## src/rtl/sync_fifo_pkg.sv

```systemverilog
// Shared defaults and pointer helper for sync_fifo.
// Used by the FIFO top and its storage sub-module.
package sync_fifo_pkg;

    localparam int FIFO_WIDTH_DEF = 32;
    localparam int FIFO_DEPTH_DEF = 16;
    localparam int FIFO_PTR_DEF   = 4;

    // Explicit wrap at depth-1 so non-power-of-two depths work.
    function automatic logic [31:0] ptr_inc(input logic [31:0] ptr, input int depth);
        return (ptr == 32'(depth - 1)) ? 32'd0 : ptr + 32'd1;
    endfunction

endpackage

```

## src/rtl/sync_fifo_mem.sv

```systemverilog
// Dual-port register array for sync_fifo.
// Synchronous write; registered read that updates only when rd_en is high.
module sync_fifo_mem
    import sync_fifo_pkg::*;
#(
    parameter int WIDTH  = FIFO_WIDTH_DEF,
    parameter int DEPTH  = FIFO_DEPTH_DEF,
    parameter int ADDR_W = FIFO_PTR_DEF
) (
    input  logic              clk,
    input  logic              rst_n,
    input  logic              wr_en,
    input  logic [ADDR_W-1:0] wr_addr,
    input  logic [WIDTH-1:0]  wr_data,
    input  logic              rd_en,
    input  logic [ADDR_W-1:0] rd_addr,
    output logic [WIDTH-1:0]  rd_data
);

    logic [WIDTH-1:0] mem [DEPTH];
    logic [WIDTH-1:0] rd_data_p1;

    // Storage is not reset; only the output register is.
    always_ff @(posedge clk) begin
        if (wr_en) begin
            mem[wr_addr] <= wr_data;
        end
    end

    // ---- read stage: output register holds when no read ----
    always_ff @(posedge clk or negedge rst_n) begin
        if (!rst_n) begin
            rd_data_p1 <= '0;
        end else if (rd_en) begin
            rd_data_p1 <= mem[rd_addr];
        end
    end

    assign rd_data = rd_data_p1;

endmodule

```

## src/rtl/sync_fifo.sv

```systemverilog
// Single-clock FIFO with registered read data, full/empty flags and counts.
// Optional simulation checks are compiled in when SYNCH_FIFO_CHECK_EN is defined.
module sync_fifo
    import sync_fifo_pkg::*;
#(
    parameter int FIFO_WIDTH = FIFO_WIDTH_DEF,
    parameter int FIFO_DEPTH = FIFO_DEPTH_DEF,
    parameter int FIFO_PTR   = FIFO_PTR_DEF
) (
    input  logic                  clk,
    input  logic                  rst_n,
    input  logic                  fifo_wren,
    input  logic                  fifo_rden,
    input  logic [FIFO_WIDTH-1:0] fifo_wrdata,
    output logic [FIFO_WIDTH-1:0] fifo_rddata,
    output logic                  fifo_full,
    output logic                  fifo_empty,
    output logic [FIFO_PTR:0]     fifo_room_avail,
    output logic [FIFO_PTR:0]     fifo_data_avail
);

    localparam int CNT_W = FIFO_PTR + 1;
    localparam logic [CNT_W-1:0] DEPTH_C = CNT_W'(FIFO_DEPTH);

    logic [FIFO_PTR-1:0] wr_ptr;
    logic [FIFO_PTR-1:0] rd_ptr;
    logic [CNT_W-1:0]    count;
    logic                wr_acc;
    logic                rd_acc;

    // Acceptance looks only at registered flags, so a full FIFO never takes a write
    // even when a read frees a slot in the same cycle (and likewise for empty).
    assign wr_acc = fifo_wren && !fifo_full;
    assign rd_acc = fifo_rden && !fifo_empty;

    assign fifo_full       = (count == DEPTH_C);
    assign fifo_empty      = (count == '0);
    assign fifo_data_avail = count;
    assign fifo_room_avail = DEPTH_C - count;

    // ---- pointer / occupancy stage ----
    always_ff @(posedge clk or negedge rst_n) begin
        if (!rst_n) begin
            wr_ptr <= '0;
            rd_ptr <= '0;
            count  <= '0;
        end else begin
            if (wr_acc) begin
                wr_ptr <= FIFO_PTR'(ptr_inc(32'(wr_ptr), FIFO_DEPTH));
            end
            if (rd_acc) begin
                rd_ptr <= FIFO_PTR'(ptr_inc(32'(rd_ptr), FIFO_DEPTH));
            end
            case ({wr_acc, rd_acc})
                2'b10:   count <= count + 1'b1;
                2'b01:   count <= count - 1'b1;
                default: count <= count;
            endcase
        end
    end

    sync_fifo_mem #(
        .WIDTH  (FIFO_WIDTH),
        .DEPTH  (FIFO_DEPTH),
        .ADDR_W (FIFO_PTR)
    ) u_mem (
        .clk     (clk),
        .rst_n   (rst_n),
        .wr_en   (wr_acc),
        .wr_addr (wr_ptr),
        .wr_data (fifo_wrdata),
        .rd_en   (rd_acc),
        .rd_addr (rd_ptr),
        .rd_data (fifo_rddata)
    );

`ifdef SYNCH_FIFO_CHECK_EN
    always @(posedge clk) begin
        if (rst_n) begin
            if (fifo_wren && fifo_full) begin
                $error("sync_fifo: write attempted while full");
            end
            if (fifo_rden && fifo_empty) begin
                $error("sync_fifo: read attempted while empty");
            end
            assert (count <= DEPTH_C)
                else $error("sync_fifo: count %0d exceeds depth", count);
            assert (!(fifo_full && fifo_empty))
                else $error("sync_fifo: full and empty together");
        end
    end
`else
    // Checks compiled out; behaviour is unchanged.
`endif

endmodule

```

## config.mk

```make
export PLATFORM = sky130hd
export DESIGN_NAME = sync_fifo
export DESIGN_NICKNAME = d
export VERILOG_FILES = /design/src/rtl/sync_fifo_pkg.sv /design/src/rtl/sync_fifo_mem.sv /design/src/rtl/sync_fifo.sv
export SDC_FILE = /design/constraint.sdc
export NUM_CORES = 1
export LEC_CHECK = 0
export ABC_AREA = 0
export BUFFER_PORTS_ARGS = -buffer_cell sky130_fd_sc_hd__buf_2
export CELL_PAD_IN_SITES_DETAIL_PLACEMENT = 1
export CELL_PAD_IN_SITES_GLOBAL_PLACEMENT = 1
export CORE_AREA = 8 8 242 244
export DETAILED_ROUTE_END_ITERATION = 12
export DIE_AREA = 0 0 250 252
export GPL_TIMING_DRIVEN = 1
export PLACE_DENSITY_LB_ADDON = 0.3
export SETUP_SLACK_MARGIN = 0.4
export SLEW_MARGIN = 10
export SYNTH_ARGS = -nofsm -noshare
export SYNTH_HDL_FRONTEND = slang
export SYNTH_SLANG_ARGS = --single-unit
export TNS_END_PERCENT = 1
```

## constraint.sdc

```tcl
create_clock -name clk -period 8.7 [get_ports clk]
set_input_delay 1.305 -clock clk [delete_from_list [all_inputs] [get_ports clk]]
set_output_delay 1.305 -clock clk [all_outputs]
set_load 0.03 [all_outputs]
```

==> impl_metrics.prom <==
# TYPE chip_impl_metric gauge
chip_impl_info{name="outcome",value="finished clean"} 1
chip_impl_metric{name="clock_latency_on_the_worst_skew_pair",unit="ns"} 0.60
chip_impl_metric{name="tightestPinTransition",unit="ns"} 1.24
chip_impl_info{name="critPathCaptureType",value="flip-flop"} 1
chip_impl_metric{name="grt_antenna_before_repair",unit=""} 0
chip_impl_metric{name="finClkSkew",unit="ns"} 0.0147
chip_impl_metric{name="share_of_synthesized_registers_carrying_an_async_set_or_reset",unit="%"} 8.08
chip_impl_metric{name="max_freq",unit="GHz"} 0.272
chip_impl_metric{name="route.detailed.drc",unit=""} 0
chip_impl_metric{name="wirelength",unit="microns"} 47300
chip_impl_metric{name="post-route-cell-area",unit="sq mm"} 0.0245
chip_impl_info{name="synth.area.top_cells",value="sky130_fd_sc_hd__edfxtp_1 71%, sky130_fd_sc_hd__mux4_2 6.3%, sky130_fd_sc_hd__mux2i_1 6.0%"} 1
chip_impl_metric{name="clock_tree.buffer_depth",unit=""} 3
chip_impl_metric{name="seq_area",unit="sq mm"} 0.0165
chip_impl_info{name="cts_root_buffer",value="sky130_fd_sc_hd__clkbuf_16"} 1
chip_impl_metric{name="placementRows",unit=""} 86
chip_impl_metric{name="synth_compound_area_share",unit="%"} 6.11
chip_impl_info{name="synth_flop_cell",value="sky130_fd_sc_hd__edfxtp_1"} 1
chip_impl_metric{name="critPathBufInv",unit=""} 3
chip_impl_info{name="tritoncts",value="built"} 1
chip_impl_metric{name="holdBufCountCts",unit=""} 0
chip_impl_metric{name="detail_route.vias_per_cell",unit=""} 5.38
chip_impl_metric{name="cap_violations",unit=""} 0
chip_impl_metric{name="post-route-min-period",unit="ns"} 3.67
chip_impl_metric{name="max_stage_delay",unit="ns"} 0.65
chip_impl_info{name="yosys.area.top_type",value="sky130_fd_sc_hd__edfxtp_1"} 1
chip_impl_metric{name="grt_first_pass_wirelength",unit="microns"} 71900
chip_impl_metric{name="numCtsBuffers",unit=""} 56
chip_impl_metric{name="yosys_warnings",unit=""} 0
chip_impl_metric{name="grt_pass1_vias",unit=""} 11300
chip_impl_info{name="critPathLaunchType",value="flip-flop"} 1
chip_impl_metric{name="syn_area_per_cell",unit="sq um"} 19.6
chip_impl_metric{name="place_area",unit="sq mm"} 0.0226
chip_impl_metric{name="dpl.hpwl",unit="microns"} 25300
chip_impl_metric{name="area_taken_by_multi_input_logic_gates",unit="sq mm"} 0.00475
chip_impl_metric{name="synth_top_area_share",unit="%"} 70.9
chip_impl_metric{name="fin_setup_tns",unit="ns"} 0
chip_impl_metric{name="grt_max_degree",unit=""} 70
chip_impl_info{name="timing.hold.worst.class",value="reg -> reg"} 1
chip_impl_metric{name="slew_violations",unit=""} 0
chip_impl_metric{name="routed-via-count",unit=""} 10400
chip_impl_metric{name="final_nets",unit=""} 1232
chip_impl_metric{name="dr.pass1.iters",unit=""} 6
chip_impl_metric{name="synth.ff_latch_count",unit=""} 557
chip_impl_metric{name="arrival",unit="ns"} 4.19
chip_impl_metric{name="fill_cells",unit=""} 5140
chip_impl_metric{name="routedWlPerCell",unit="microns"} 24.4
chip_impl_metric{name="detail_route_antenna_nets",unit=""} 0
chip_impl_metric{name="gate_count_post_synth",unit=""} 1105
chip_impl_metric{name="power.density_cell_area",unit="mW/mm^2"} 325
chip_impl_info{name="crit_type",value="reg -> reg"} 1
chip_impl_metric{name="synth_enable_flop_cells",unit=""} 512
chip_impl_metric{name="finalHoldViolCount",unit=""} 0
chip_impl_metric{name="fp.dieArea",unit="sq mm"} 0.0630
chip_impl_info{name="crit_top_cell",value="sky130_fd_sc_hd__ha_1"} 1
chip_impl_metric{name="final.period_utilization",unit="%"} 42.2
chip_impl_metric{name="fin_cells",unit=""} 1934
chip_impl_metric{name="cts_setup_buffers",unit=""} 0
chip_impl_metric{name="detail_route.iter0.violations",unit=""} 664
chip_impl_metric{name="synth_area",unit="sq mm"} 0.0217
chip_impl_metric{name="post_synth_num_cell_types",unit=""} 47
chip_impl_metric{name="yosys.area_share.xor_xnor",unit="%"} 0.444
chip_impl_metric{name="cts.reportedPaths.clkPinSlew",unit="ns"} 0.06
chip_impl_metric{name="die_h",unit="microns"} 252
chip_impl_metric{name="synthMuxAreaShare",unit="%"} 12.6
chip_impl_metric{name="clock_tree.htree_level_count",unit=""} 2
chip_impl_metric{name="post_cts_sizing",unit=""} 0
chip_impl_metric{name="chipWidth",unit="microns"} 250
chip_impl_metric{name="globalRoute.totalOverflow",unit=""} 0
chip_impl_metric{name="ys_seq_area_share",unit="%"} 76.1
chip_impl_info{name="synth.most_common_cell",value="sky130_fd_sc_hd__edfxtp_1"} 1
chip_impl_metric{name="clkSinkCount",unit=""} 557
chip_impl_info{name="synth.top_cells.by_count",value="512 x sky130_fd_sc_hd__edfxtp_1, 129 x sky130_fd_sc_hd__mux2i_1, 66 x sky130_fd_sc_hd__a21oi_1"} 1
chip_impl_metric{name="pin_count",unit=""} 80
chip_impl_metric{name="synth_fp_nets",unit=""} 1152
chip_impl_info{name="path_cells",value="inv_1 -> ha_1 -> nor3b_1 -> ha_1 -> nand2b_1 -> clkinv_2 -> buf_4 -> ha_1 -> xor2_1 -> ha_1 -> and3b_1 -> o21ai_0 -> a21oi_1 -> xnor2_1"} 1
chip_impl_metric{name="synth-simple-area-share",unit="%"} 1.93
chip_impl_metric{name="power.leakage",unit="uW"} 0.00818
chip_impl_metric{name="gpl.final_weighted_congestion",unit=""} 0.710
chip_impl_info{name="unrepaired_setup_endpoints_after_global_routing",value="false"} 1
chip_impl_metric{name="start_util",unit="%"} 39.7
chip_impl_metric{name="layout_area_overhead",unit="%"} 12.9
chip_impl_metric{name="post_route_cells_drive_above_1_share",unit="%"} 23.6
chip_impl_metric{name="yosys.area_share.adder",unit="%"} 0.635
chip_impl_info{name="synth_top_family_by_area",value="multiplexers"} 1
chip_impl_metric{name="place_inst",unit=""} 1831
chip_impl_info{name="critical-path-top-delay-family",value="adder cells"} 1
chip_impl_metric{name="relSlewSlack",unit="%"} 17.0
chip_impl_info{name="cpMaxStageDelayCell",value="sky130_fd_sc_hd__buf_4"} 1
chip_impl_metric{name="vdd.ir_drop.worst",unit="uV"} 214
chip_impl_metric{name="finalSetupViolations",unit=""} 0
chip_impl_metric{name="antenna_cell_count",unit=""} 0
chip_impl_metric{name="place.port_buffers",unit=""} 79
chip_impl_metric{name="placeable_core_region",unit="sq mm"} 0.0547
chip_impl_metric{name="path_max_fanout",unit=""} 69
chip_impl_metric{name="cp.required",unit="ns"} 9.22
chip_impl_metric{name="global_route_usage_over_all_layers",unit="%"} 14.9
-- kinds of logic (layout without fill, tap and decap cells) --
| kind of cell | after synthesis | after routing |
|---|---|---|
| XOR/XNOR | 11 | 11 |
| multiplexers | 194 | 194 |
| buffers and inverters | 75 | 200 |
| flip-flops | 557 | 557 |
| AO/OA/AOI/OAI | 176 | 176 |
| AND/OR/NAND/NOR | 81 | 81 |
| adder cells (fa/ha/maj) | 11 | 11 |
-- state kept, by name, summed over array words and instances, names as in the netlist --
name	flops
wr_ptr	4
fifo_data_avail	5
rd_ptr	4
u_mem.rd_data	32
u_mem.mem	512
-- final cells by class --
class / count / share of cell area (%)
inverter: 9 / 0.143
tap: 704 / 3.60
sequential: 557 / 67.5
timing repair buffer: 88 / 1.89
clock inverter: 29 / 1.24
clock buffer: 74 / 6.21
multi-input combinational: 473 / 19.4
-- layer usage --
metal	share of wire [%]	global-route usage [%]	vias to the layer above
met5	0	0	-
met4	2.1	4.42	0
met3	3.3	2.24	71
met2	49	25.3	177
met1	45	19.8	5499
li1	-	-	4653
-- stage by stage --
step	util [%]	hold WS, ns	total power [uW]	worst slack, ns
after global placement	41.4	0.512	5610	4.99
final	44.8	0.524	7950	5.03
after detailed placement	41.4	0.518	5660	4.86
after CTS	44.8	0.531	8070	4.97
after floorplan	-	0.527	5070	5.34
after global routing	44.8	0.577	8310	4.68
-- path summary, 6_finish.rpt --
path / cells after the start / to / slack [ns] / start
max: 14 / fifo_data_avail[4] / 5.03 / fifo_data_avail[1]
min: 2 / u_mem.rd_data[14] / 0.52 / u_mem.rd_data[14]
max reg2reg: 14 / fifo_data_avail[4] / 5.03 / fifo_data_avail[1]
min reg2reg: 2 / u_mem.rd_data[14] / 0.52 / u_mem.rd_data[14]
max in group asynchronous: 2 / rd_ptr[2] / 7.18 / rst_n
min in group asynchronous: 2 / wr_ptr[1] / 0.90 / rst_n
-- tightest hold or removal path, delay by kind of cell, from the launching register on --
family,cells,cell delay (ns)
AOI/OAI and AO/OA,1,0.10
DFF,1,0.34
and+or+nand+nor,1,0.05
-- placed cells by master (no fill, tap or decap), types with 6 or more instances in the layout --
cell type / n
sky130_fd_sc_hd__bufinv_16: 6
sky130_fd_sc_hd__clkbuf_1: 14
sky130_fd_sc_hd__buf_4: 9
sky130_fd_sc_hd__a21oi_1: 66
sky130_fd_sc_hd__mux2i_1: 129
sky130_fd_sc_hd__dfrtp_1: 41
sky130_fd_sc_hd__nand3_1: 6
sky130_fd_sc_hd__ha_1: 11
sky130_fd_sc_hd__xnor2_1: 6
sky130_fd_sc_hd__o21ai_0: 7
sky130_fd_sc_hd__clkbuf_16: 57
sky130_fd_sc_hd__edfxtp_1: 512
sky130_fd_sc_hd__buf_2: 79
sky130_fd_sc_hd__o221ai_1: 31
sky130_fd_sc_hd__o21ai_1: 31
sky130_fd_sc_hd__a221oi_2: 29
sky130_fd_sc_hd__and2_2: 17
sky130_fd_sc_hd__mux4_2: 61
sky130_fd_sc_hd__inv_1: 8
sky130_fd_sc_hd__nand2_1: 9
sky130_fd_sc_hd__nor2_1: 32
sky130_fd_sc_hd__clkinv_2: 14
-- report_power, final --
group,leakage (uW),switching (uW),internal (uW),total [uW]
sequential,0.00513,254,3260,3520
combinational,0.00215,1240,796,2030
clock,0.000893,998,1400,2400
Note: power is estimated with default switching activity, not from simulation.
